[config.mk]
export PLATFORM = sky130hd
export DESIGN_NAME = univ_shift_reg
export DESIGN_NICKNAME = d
export VERILOG_FILES = /design/src/rtl/usr_pkg.sv /design/src/rtl/usr_cell.sv /design/src/rtl/univ_shift_reg.sv
export SDC_FILE = /design/constraint.sdc
export NUM_CORES = 1
export LEC_CHECK = 0
export ABC_AREA = 1
export BUFFER_PORTS_ARGS = -buffer_cell sky130_fd_sc_hd__buf_4
export CORE_MARGIN = 2
export CORE_UTILIZATION = 46
export DETAILED_ROUTE_END_ITERATION = 8
export GPL_TIMING_DRIVEN = 0
export PLACE_DENSITY_LB_ADDON = 0.15
export SLEW_MARGIN = 10
export SYNTH_ARGS = -nofsm -noshare
export SYNTH_HDL_FRONTEND = slang
export SYNTH_HIERARCHICAL = 1
export SYNTH_SLANG_ARGS = --single-unit
[constraint.sdc]
create_clock -name clk -period 1.18 [get_ports clk]
set_input_delay 0.177 -clock clk [delete_from_list [all_inputs] [get_ports clk]]
set_output_delay 0.177 -clock clk [all_outputs]
set_load 0.05 [all_outputs]
[src/rtl/usr_pkg.sv]
`default_nettype none
// ============================================================================
// Module      : usr_pkg
// Description : Shared definitions for the universal shift register.
//               - usr_mode_e    : operation select encoding
//               - usr_cnt_width : width of a counter that must reach WIDTH
// Revision    : 1.0 - initial release
// ============================================================================
package usr_pkg;

    typedef enum logic [1:0] {
        USR_HOLD = 2'b00,
        USR_SHR  = 2'b01,
        USR_SHL  = 2'b10,
        USR_LOAD = 2'b11
    } usr_mode_e;

    // Bits needed to represent every value 0..width inclusive.
    function automatic int usr_cnt_width(input int width);
        return $clog2(width + 1);
    endfunction

endpackage
`default_nettype wire

[src/rtl/usr_cell.sv]
`default_nettype none
// ============================================================================
// Module      : usr_cell
// Description : One bit of the universal register: a flop behind a 4:1
//               next-state mux (hold / from higher bit / from lower bit /
//               load).
// Ports       : clk, rst      - clock, synchronous active-high reset
//               i_rst_val     - value taken on reset
//               i_en          - clock enable
//               i_mode        - operation select (usr_mode_e encoding)
//               i_from_hi     - bit arriving on a right shift
//               i_from_lo     - bit arriving on a left shift
//               i_load_d      - parallel load bit
//               o_q           - stored bit
// Revision    : 1.0 - initial release
// ============================================================================
module usr_cell
    import usr_pkg::*;
(
    input  logic       clk,
    input  logic       rst,
    input  logic       i_rst_val,
    input  logic       i_en,
    input  logic [1:0] i_mode,
    input  logic       i_from_hi,
    input  logic       i_from_lo,
    input  logic       i_load_d,
    output logic       o_q
);

    logic r_q;

    always_ff @(posedge clk) begin
        if (rst) begin
            r_q <= i_rst_val;
        end else if (i_en) begin
            case (usr_mode_e'(i_mode))
                USR_SHR:  r_q <= i_from_hi;
                USR_SHL:  r_q <= i_from_lo;
                USR_LOAD: r_q <= i_load_d;
                // HOLD, and any unknown mode, keeps the bit.
                default:  r_q <= r_q;
            endcase
        end
    end

    assign o_q = r_q;

endmodule
`default_nettype wire

[src/rtl/univ_shift_reg.sv]
`default_nettype none
// ============================================================================
// Module      : univ_shift_reg
// Description : Parametrised universal register: hold, shift-right,
//               shift-left and parallel load, with true/complement outputs,
//               serial outputs and a shift counter saturating at WIDTH.
//               Build option USR_ROTATE_EN: shifts become rotates and the
//               serial inputs are ignored.
// Parameters  : WIDTH   - register width (>= 2)
//               RST_VAL - value of q after reset
// Ports       : clk, rst           - clock, synchronous active-high reset
//               en                 - clock enable
//               mode               - 00 HOLD, 01 SHR, 10 SHL, 11 LOAD
//               sin_msb / sin_lsb  - serial inputs for SHR / SHL
//               d                  - parallel load data
//               q / q_n            - contents and complement
//               sout_r / sout_l    - bits leaving on SHR / SHL
//               shift_cnt / full   - shifts since load/reset, at-WIDTH flag
// Revision    : 1.0 - initial release
// ============================================================================
module univ_shift_reg
    import usr_pkg::*;
#(
    parameter int               WIDTH   = 8,
    parameter logic [WIDTH-1:0] RST_VAL = '0
) (
    input  logic                       clk,
    input  logic                       rst,
    input  logic                       en,
    input  logic [1:0]                 mode,
    input  logic                       sin_msb,
    input  logic                       sin_lsb,
    input  logic [WIDTH-1:0]           d,
    output logic [WIDTH-1:0]           q,
    output logic [WIDTH-1:0]           q_n,
    output logic                       sout_r,
    output logic                       sout_l,
    output logic [$clog2(WIDTH+1)-1:0] shift_cnt,
    output logic                       full
);

    localparam int                 c_cnt_w   = usr_cnt_width(WIDTH);
    localparam logic [c_cnt_w-1:0] c_cnt_max = c_cnt_w'(WIDTH);

    generate
        if (WIDTH < 2) begin : g_width_check
            $error("univ_shift_reg: WIDTH must be >= 2");
        end
    endgenerate

    logic [WIDTH-1:0]   w_q;
    logic [WIDTH-1:0]   w_from_hi;
    logic [WIDTH-1:0]   w_from_lo;
    logic               w_end_hi;   // enters q[WIDTH-1] on SHR
    logic               w_end_lo;   // enters q[0] on SHL
    logic [c_cnt_w-1:0] r_shift_cnt;

`ifdef USR_ROTATE_EN
    // Serial inputs are not used when shifts wrap around.
    logic w_unused_sin;
    assign w_unused_sin = sin_msb ^ sin_lsb;
    assign w_end_hi     = w_q[0];
    assign w_end_lo     = w_q[WIDTH-1];
`else
    assign w_end_hi     = sin_msb;
    assign w_end_lo     = sin_lsb;
`endif

    generate
        for (genvar i = 0; i < WIDTH; i++) begin : g_cell
            if (i == WIDTH - 1) begin : g_hi_end
                assign w_from_hi[i] = w_end_hi;
            end else begin : g_hi_mid
                assign w_from_hi[i] = w_q[i+1];
            end

            if (i == 0) begin : g_lo_end
                assign w_from_lo[i] = w_end_lo;
            end else begin : g_lo_mid
                assign w_from_lo[i] = w_q[i-1];
            end

            usr_cell u_cell (
                .clk       (clk),
                .rst       (rst),
                .i_rst_val (RST_VAL[i]),
                .i_en      (en),
                .i_mode    (mode),
                .i_from_hi (w_from_hi[i]),
                .i_from_lo (w_from_lo[i]),
                .i_load_d  (d[i]),
                .o_q       (w_q[i])
            );
        end
    endgenerate

    // Counts shifts since the last load or reset, sticking at WIDTH.
    always_ff @(posedge clk) begin
        if (rst) begin
            r_shift_cnt <= '0;
        end else if (en) begin
            case (usr_mode_e'(mode))
                USR_SHR, USR_SHL: begin
                    if (r_shift_cnt != c_cnt_max) begin
                        r_shift_cnt <= r_shift_cnt + 1'b1;
                    end
                end
                USR_LOAD: r_shift_cnt <= '0;
                default:  r_shift_cnt <= r_shift_cnt;
            endcase
        end
    end

    assign q         = w_q;
    assign q_n       = ~w_q;
    assign sout_r    = w_q[0];
    assign sout_l    = w_q[WIDTH-1];
    assign shift_cnt = r_shift_cnt;
    assign full      = (r_shift_cnt == c_cnt_max);

endmodule
`default_nettype wire

==> results.sh <==
export IMPL_status="finished, violations left"
export IMPL_violations="negative setup slack"
export IMPL_slew_viol_final=0
export IMPL_overflow=0
export IMPL_fin_worst_skew_ns=0.00840
export IMPL_synth_simple_gate_area_share=0.366
export IMPL_cts_buffers=3
export IMPL_clock_latency_ns=0.29
export IMPL_holdWs_ns=0.277
export IMPL_root_buffer="clkbuf_4"
export IMPL_grt_max_degree=19
export IMPL_slowest_stage="dfxtp_4"
export IMPL_syn_area_um2=1250
export IMPL_final_hold_viol_count=0
export IMPL_hold_buffers=0
export IMPL_ant_nets=0
export IMPL_yosys_warnings=6
export IMPL_path_buf_inv=2
export IMPL_worstPathArrival_ns=1.12
export IMPL_io_buffers=37
export IMPL_cts_tree="built"
export IMPL_post_route_period_util=1.10
export IMPL_p_per_area_nw_per_um2=1020
export IMPL_antenna_found_initial=0
export IMPL_syn_avg_cell_area_um2=6.71
export IMPL_ys_types=17
export IMPL_grtUsageTotal=0.216
export IMPL_wl_per_cell_um=11.8
export IMPL_regArea_um2=330
export IMPL_p_leak_nw=1.01
export IMPL_via_count=1377
export IMPL_placed_area_um2=1620
export IMPL_cts_sinks=12
export IMPL_rsz0062_at_grt="true"
export IMPL_top_usage_layer="met2"
export IMPL_grt_use_met3=0.0419
export IMPL_crit_type="reg -> out"
export IMPL_crit_fanout=2
export IMPL_start_kind="flop"
export IMPL_drive_gt1_frac=0.431
export IMPL_path_clk_slew_ns=0.09
export IMPL_fin_ws_ns=-0.118
export IMPL_layoutNonFillerInstCount=276
export IMPL_setup_violations=6
export IMPL_io_pins=38
export IMPL_antenna_cells=0
export IMPL_muxShareOfSynthArea=0
export IMPL_first_global_vias=1338
export IMPL_routed_wl_mm=3.24
export IMPL_endpoint_kind="output pin"
export IMPL_multiInputGateArea_um2=851
export IMPL_dpl_worst_slack_ns=-0.162
export IMPL_finalSetupTns_ns=-0.333
export IMPL_period_minus_slack_ns=1.30
export IMPL_chipHeight_um=56.2
export IMPL_synth_compound_area_share=0.0459
export IMPL_clockBufferDepth=2
export IMPL_coreArea_um2=2520
export IMPL_final_area_um2=1890
export IMPL_synth_fa_ha_area_frac=0.189
export IMPL_start_util=0.498
export IMPL_cp_data_required_time_ns=1.00
export IMPL_vias_per_cell=4.99
export IMPL_place_detailed_hpwl_mm=2.36
export IMPL_fmax_ghz=0.770
export IMPL_synth_top_family_by_area="simple AND/OR/NAND/NOR gates"
export IMPL_synth_top_area_share=0.191
export IMPL_area_delta_synth_final_pct=50.8
export IMPL_holdCritPathClass="in -> reg"
export IMPL_maxCapViolCount=0
export IMPL_drc=0
export IMPL_synth_xor_area_frac=0
export IMPL_dr_pass1_iters=4
export IMPL_rows=18
export IMPL_die_area_um2=3160
export IMPL_path_cells="inv_4 > ha_4 > nand2_2 > nor2_4 > buf_8"
export IMPL_fp_dieW_um=56.2
export IMPL_crit_family="flip-flops"
export IMPL_grt_use_met2=0.424
export IMPL_max_vdd_ir_drop_uv=952
export IMPL_gp_congestion=0.761
export IMPL_nets=281
export IMPL_cts_max_level=1
export IMPL_cpPeakStageDelay_ns=0.36
export IMPL_grt_pass1_wl_mm=5.49
export IMPL_ys_seq_area_frac=0.255
export IMPL_ys_seq_elements=12
export IMPL_synthCells=187
export IMPL_synth_area_leaders="edfxtp_1, ha_1, nor2_1"
export IMPL_nFillCells=189
export IMPL_synth_top_area_cell="edfxtp_1"
export IMPL_placed_cells=261
export IMPL_first_iter_violations=28
export IMPL_met1_usage=0.227
-- cell type report --
| type | count | area share |
|---|---|---|
| clock buffer | 4 | 0.0192 |
| inverter | 43 | 0.0892 |
| buffer | 2 | 0.0119 |
| multi-input combinational | 137 | 0.449 |
| tap | 30 | 0.0198 |
| sequential | 12 | 0.174 |
| timing repair buffer | 48 | 0.236 |
-- final timing paths --
path | cells past startpoint | from | slack (ns) | to
min | 5 | d[3] | 0.28 | g_cell[3].u_cell/o_q
max reg2reg | 5 | g_cell[4].u_cell/o_q | 0.01 | g_cell[5].u_cell/o_q
max | 5 | shift_cnt[0] | -0.12 | full
min reg2reg | 4 | shift_cnt[3] | 0.62 | shift_cnt[3]
-- routing by layer --
metal  wire (µm)  part of all wire
met5           0                 0
met4          70             0.022
met3         182             0.056
met2        1770              0.55
met1        1220              0.38
-- sequential cells by signal, summed over array words and instances (netlist names) --
signal and flops:
shift_cnt 4, g_cell.u_cell/o_q 8
-- repair_timing --
action	CTS	global route
endpoints found under the setup margin	12	22
pin swaps	2	8
gates resized for setup	16	31
setup buffers	10	1
-- stage by stage --
step           power, mW   util
2_1_floorplan       1.13      -
3_3_place_gp        1.36  0.641
3_5_place_dp        1.39  0.641
4_1_cts             1.85  0.707
5_1_grt             2.03  0.750
6_report            1.93  0.750
-- report_power, final --
part	total, mW	switching [mW]	leakage [nW]	internal, mW
combinational	1.01	0.613	0.875	0.397
clock	0.355	0.168	0.0210	0.188
sequential	0.562	0.0569	0.114	0.505
total	1.93	0.837	1.01	1.09
-- cells in the mapped netlist --
cell type  count
a31oi_1        8
buf_4          2
conb_1         1
dfxtp_1        4
edfxtp_1       8
ha_1          19
inv_1         33
inv_2         10
nand2_1       27
nand2_2        9
nand3_1       13
nand4_1        1
nand4_2        1
nor2_1        40
nor2_2         9
nor2_4         1
o21bai_1       1
-- cells by family (layout without fill, tap and decap cells) --
group,after synthesis,after routing
other cells,1,8
fa+ha+maj,19,19
compound gates,9,9
flops,12,12
simple gates,101,101
buf+inv,45,97
-- placed cells by master, fill, tap and decap left out --
cell / synthesis / final
inv_2: 10 / 13
ha_1: 19 / 17
nand2_2: 9 / 12
dfxtp_4: 0 / 2
dfxtp_2: 0 / 2
nor2_2: 9 / 11
inv_4: 0 / 3
clkbuf_4: 0 / 3
nand3_2: 0 / 3
o21bai_1: 1 / 1
conb_1: 1 / 8
nand3_1: 13 / 10
nand4_1: 1 / 1
ha_4: 0 / 1
buf_4: 2 / 30
inv_1: 33 / 27
edfxtp_1: 8 / 8
a31oi_1: 8 / 8
ha_2: 0 / 1
nand2_1: 27 / 23
nand4_4: 0 / 1
nor2_1: 40 / 37
clkbuf_8: 0 / 1
buf_8: 0 / 5
nor2_4: 1 / 2
buf_6: 0 / 15
nand2_4: 0 / 1
-- worst reg2reg max path, cell delays in order (launching register included) --
cell      delay [ns]
edfxtp_1        0.45
buf_6           0.16
nand2_2         0.05
nand3_2         0.06
nor2_1          0.15
nor2_1          0.07
Note: power is estimated with default switching activity, not from simulation.
